$ cat config.mk
export PLATFORM = sky130hd
export DESIGN_NAME = led_trail_pwm
export DESIGN_NICKNAME = d
export VERILOG_FILES = /design/src/rtl/led_trail_pwm.sv
export SDC_FILE = /design/constraint.sdc
export NUM_CORES = 1
export LEC_CHECK = 0
export CAP_MARGIN = 10
export CORE_UTILIZATION = 56
export CTS_BUF_LIST = sky130_fd_sc_hd__clkbuf_4 sky130_fd_sc_hd__clkbuf_8
export DETAILED_ROUTE_END_ITERATION = 7
export GPL_TIMING_DRIVEN = 0
export PLACE_DENSITY = 0.73
export SYNTH_ARGS = -nofsm -noshare
export SYNTH_HDL_FRONTEND = slang
export SYNTH_SLANG_ARGS = --single-unit
$ cat constraint.sdc
create_clock -name sys_clk -period 2.25 [get_ports sys_clk]
set_input_delay 0.5625 -clock sys_clk [delete_from_list [all_inputs] [get_ports sys_clk]]
set_output_delay 0.5625 -clock sys_clk [all_outputs]
set_load 0.02 [all_outputs]
$ cat src/rtl/led_trail_pwm.sv
// Comet-tail LED driver: each channel loads full brightness while its input is lit,
// then fades linearly on a shared decay tick; a shared 4-bit PWM renders brightness.
module led_trail_pwm #(
  parameter int PWM_DIV   = 50,
  parameter int DECAY_CNT = 2_500_000
) (
  input  logic       sys_clk,
  input  logic       sys_rst_n,
  input  logic [3:0] led_in,
  output logic [3:0] led_out
);

  localparam logic [24:0] PRE_MAX = 25'(PWM_DIV - 1);
  localparam logic [24:0] DEC_MAX = 25'(DECAY_CNT - 1);

  logic [24:0]     pre_cnt_q, pre_cnt_d;
  logic [3:0]      pwm_cnt_q, pwm_cnt_d;
  logic [24:0]     dec_cnt_q, dec_cnt_d;
  logic [3:0][3:0] bright_q, bright_d;
  logic [3:0]      led_out_q, led_out_d;
  logic            pwm_tick;
  logic            decay_tick;

  // Brightness floors at zero so a faded channel never wraps back to full.
  function automatic logic [3:0] sat_dec(input logic [3:0] v);
    return (v == 4'd0) ? 4'd0 : v - 4'd1;
  endfunction

  assign pwm_tick   = (pre_cnt_q == PRE_MAX);
  assign decay_tick = (dec_cnt_q == DEC_MAX);

  always_comb begin
    pre_cnt_d = pwm_tick   ? 25'd0 : pre_cnt_q + 25'd1;
    dec_cnt_d = decay_tick ? 25'd0 : dec_cnt_q + 25'd1;
    pwm_cnt_d = pwm_tick   ? pwm_cnt_q + 4'd1 : pwm_cnt_q;
    bright_d  = bright_q;
    led_out_d = 4'b0000;
    for (int i = 0; i < 4; i++) begin
      // Load beats decay when both land on the same cycle.
      if (led_in[i]) begin
        bright_d[i] = 4'd15;
      end else if (decay_tick) begin
        bright_d[i] = sat_dec(bright_q[i]);
      end
      led_out_d[i] = (pwm_cnt_q < bright_q[i]);
    end
  end

  always_ff @(posedge sys_clk or negedge sys_rst_n) begin
    if (!sys_rst_n) begin
      pre_cnt_q <= 25'd0;
      pwm_cnt_q <= 4'd0;
      dec_cnt_q <= 25'd0;
      bright_q  <= '0;
      led_out_q <= 4'b0000;
    end else begin
      pre_cnt_q <= pre_cnt_d;
      pwm_cnt_q <= pwm_cnt_d;
      dec_cnt_q <= dec_cnt_d;
      bright_q  <= bright_d;
      led_out_q <= led_out_d;
    end
  end

  assign led_out = led_out_q;

endmodule
==> summary.txt, run 1 <==
Timing
  – Slew HR: 0.384
  – Clock Skew: 0.00696 ns
  – Tmin final: 2.07 ns
  – Period utilization: 0.922
  – Fmax: 0.482 GHz
  – Worst setup margin: 0.177 ns
  – Pins Over Slew Limit: 0
  – Final setup violation count: 0
  – Endpoints failing hold: 0
  – RSZ-0062 raised after global routing: no
  – Slew @ Worst Pin: 0.915 ns
  – Setup TNS: 0 ns

Yosys
  – FFs w/ async S/R, synth: 1.00
  – Synth top area cells: dfrtp_1 50%, xnor2_1 7.8%, ha_1 5.4%
  – Register bit count reported by yosys: 74
  – Synthesized area: 3690 um^2
  – Area leader, netlist: dfrtp_1
  – Synthesized instance count: 352
  – Mean Syn Cell Area: 10.5 um^2
  – Post-synth cell types: 39
  – Top cell type's share of synthesized area: 0.502
  – Top_reg_cell synth: dfrtp_1
  – EDFF count, synth: 0
  – Syn Nets: 374
  – Sequential area share after synthesis: 0.502
  – Most frequent cell after synthesis: dfrtp_1
  – Yosys warnings: 0
  – Top post-synthesis cells by count: 74 x dfrtp_1, 33 x xnor2_1, 30 x nor2_1

Die
  – Die Area: 6920 um^2
  – Core Footprint: 6350 um^2
  – # rows: 29
  – Die width: 83.2 um
  – Chip height: 83.2 um
  – Starting density of the core: 0.581
  – I/O pin count: 10

Critical path
  – Worst EP arrival: 2.30 ns
  – Reg2reg setup slack: 0.18 ns
  – Critical path peak fanout: 10
  – Worst Setup Path Type: reg -> reg
  – Register-to-Register Path Depth: 7
  – CP required: 2.47 ns
  – R2R Path End: bright_q[2]
  – Startpoint types: register
  – Reg-to-Reg Start: dec_cnt_q[5]
  – Crit end category: register

Global route
  – Antenna violations before repair: 0
  – Largest net degree at the start of global routing: 58
  – GRT Resource Usage Total: 0.221
  – Vias in the first global route: 2705
  – First-pass GRT wire length: 12300 um
  – Grt ovf: 0

Clock network
  – CTS max path bufs: 2
  – Post-CTS setup buffers: 0
  – Root Driver: clkbuf_8
  – TritonCTS clock tree: yes
  – Clock slew seen by the registers of the worst setup and hold paths: 0.08 ns
  – Sink Count: 74
  – Cts hold-fix bufs: 0
  – Clock latency on the worst-skew pair: 0.34 ns
  – H-tree depth: 3
  – CTS Buf Count: 9

Drt
  – Drt pass-1 iters: 4
  – WL/cell: 15.4 um
  – Vias/cell: 5.96
  – Routed WL: 7000 um
  – DRT iter0 DRCs: 191
  – DR DRC count: 0
  – Via count: 2704
  – Final ANT Viol Nets: 0

Run
  – Max_cap viols: 0

Power
  – Power density over the cells: 566 nW/um^2
  – Pwr Total: 2.33 mW
  – Leak: 1.95 nW
  – Worst VDD drop: 0.484 mV

Cells and area
  – Nets: 394
  – Fin area: 4110 um^2
  – Area grow syn2layout: 11.5%
  – # diodes: 0
  – Fraction of layout cells with a size suffix above 1: 0.0955

Status
  – Outcome: complete, no violations

Placement
  – Post-DP HPWL: 4840 um
  – Setup slack after placement: 0.0166 ns
  – GP Congestion: 0.793
  – Placed standard-cell area: 3900 um^2
  – Port Buffers: 9

Worst hold path
  – Min-delay worst type: in -> async
==> power breakdown <==
part	internal, mW	switching (mW)	leakage, nW	total, mW
clock network	0.462	0.496	0.0838	0.958
logic	0.0132	0.0308	0.969	0.0440
registers	1.33	0.000000000000000606	0.902	1.33
==> cells in the final DEF, fill, tap and decap left out, drive strengths merged, types with 5 or more instances in the layout <==
cell type / netlist / routed
a21o: 10 / 10
clkbuf: 5 / 15
ha: 16 / 16
xnor2: 33 / 33
buf: 3 / 5
nand2: 14 / 14
clkdlybuf4s50: 0 / 8
nor2: 31 / 31
nand4: 13 / 13
and4: 8 / 8
a21oi: 12 / 12
and3: 5 / 5
dfrtp: 74 / 74
nor4: 16 / 16
nand3: 29 / 29
inv: 22 / 22
xor2: 13 / 13
a31oi: 7 / 7
nor3: 10 / 10
==> how the worst max path moves through the flow <==
stage             startpoint            end  slack (ns)  depth (start not counted)
2_1_floorplan  pre_cnt_q[10]   pwm_cnt_q[1]        0.30                          4
3_5_place_dp   dec_cnt_q[22]   bright_q[15]        0.02                          5
3_3_place_gp       sys_rst_n  pre_cnt_q[10]       -1.88                          1
6_report        dec_cnt_q[5]    bright_q[2]        0.18                          7
5_1_grt         pre_cnt_q[0]  pre_cnt_q[24]       0.009                          5
4_1_cts         dec_cnt_q[0]    bright_q[5]        0.09                          7
==> routing by layer <==
layer | track usage | routed length (um) | vias to the layer above
met3 | 0.0417 | 157 | 5
met1 | 0.293 | 3400 | 1356
met2 | 0.355 | 3370 | 33
li1 | - | - | 1310
met4 | 0.0987 | 71 | 0
met5 | 0 | 0 | -
==> final cells by class <==
| class | count | area [um^2] |
|---|---|---|
| fillers | 504 | 2240 |
| inverters | 22 | 82.6 |
| plain buffers | 7 | 37.5 |
| flip-flops and latches | 74 | 1850 |
| clock buffers | 11 | 151 |
| well taps | 77 | 96.3 |
| clock inverters | 5 | 38.8 |
| repair buffers | 10 | 115 |
| multi-input cells | 248 | 1740 |
==> critical path: stages (launching register included) <==
cell and delay, ns:
dfrtp_1 0.36, clkbuf_2 0.15, nor4_1 0.33, and3_1 0.21, clkbuf_1 0.25, buf_4 0.24, a31oi_1 0.10, a311o_1 0.32
==> kinds of logic after synthesis <==
logic type / share of synthesized area
fa+ha+maj: 0.0543
simple gates: 0.208
xor+xnor: 0.109
flops: 0.502
buf+inv: 0.0332
compound gates: 0.0899
mux: 0.00407
==> state kept, by name, summed over array words and instances, names as in the netlist <==
name	flops
pwm_cnt_q	4
pre_cnt_q	25
led_out	4
bright_q	16
dec_cnt_q	25
==> metrics by stage <==
step	util	hold slack [ns]	cells
2_1_floorplan	-	0.267	352
3_3_place_gp	0.610	0.463	438
3_5_place_dp	0.614	0.455	439
4_1_cts	0.645	0.0772	455
5_1_grt	0.648	0.0835	454
6_report	0.648	0.0846	454
==> what timing repair did <==
| action | in CTS | in global routing |
|---|---|---|
| endpoints found under the setup margin | 1 | 21 |
| pin swaps | 0 | 0 |
| gates resized for setup | 1 | 5 |
(Power assumes the default switching activity.)
==> run 2, diff against run 1 <==
Settings changed: CAP_MARGIN 10 to 20.
==> results of run 2 <==
No change in the layout: final DEF, timing and power equal those of run 1.
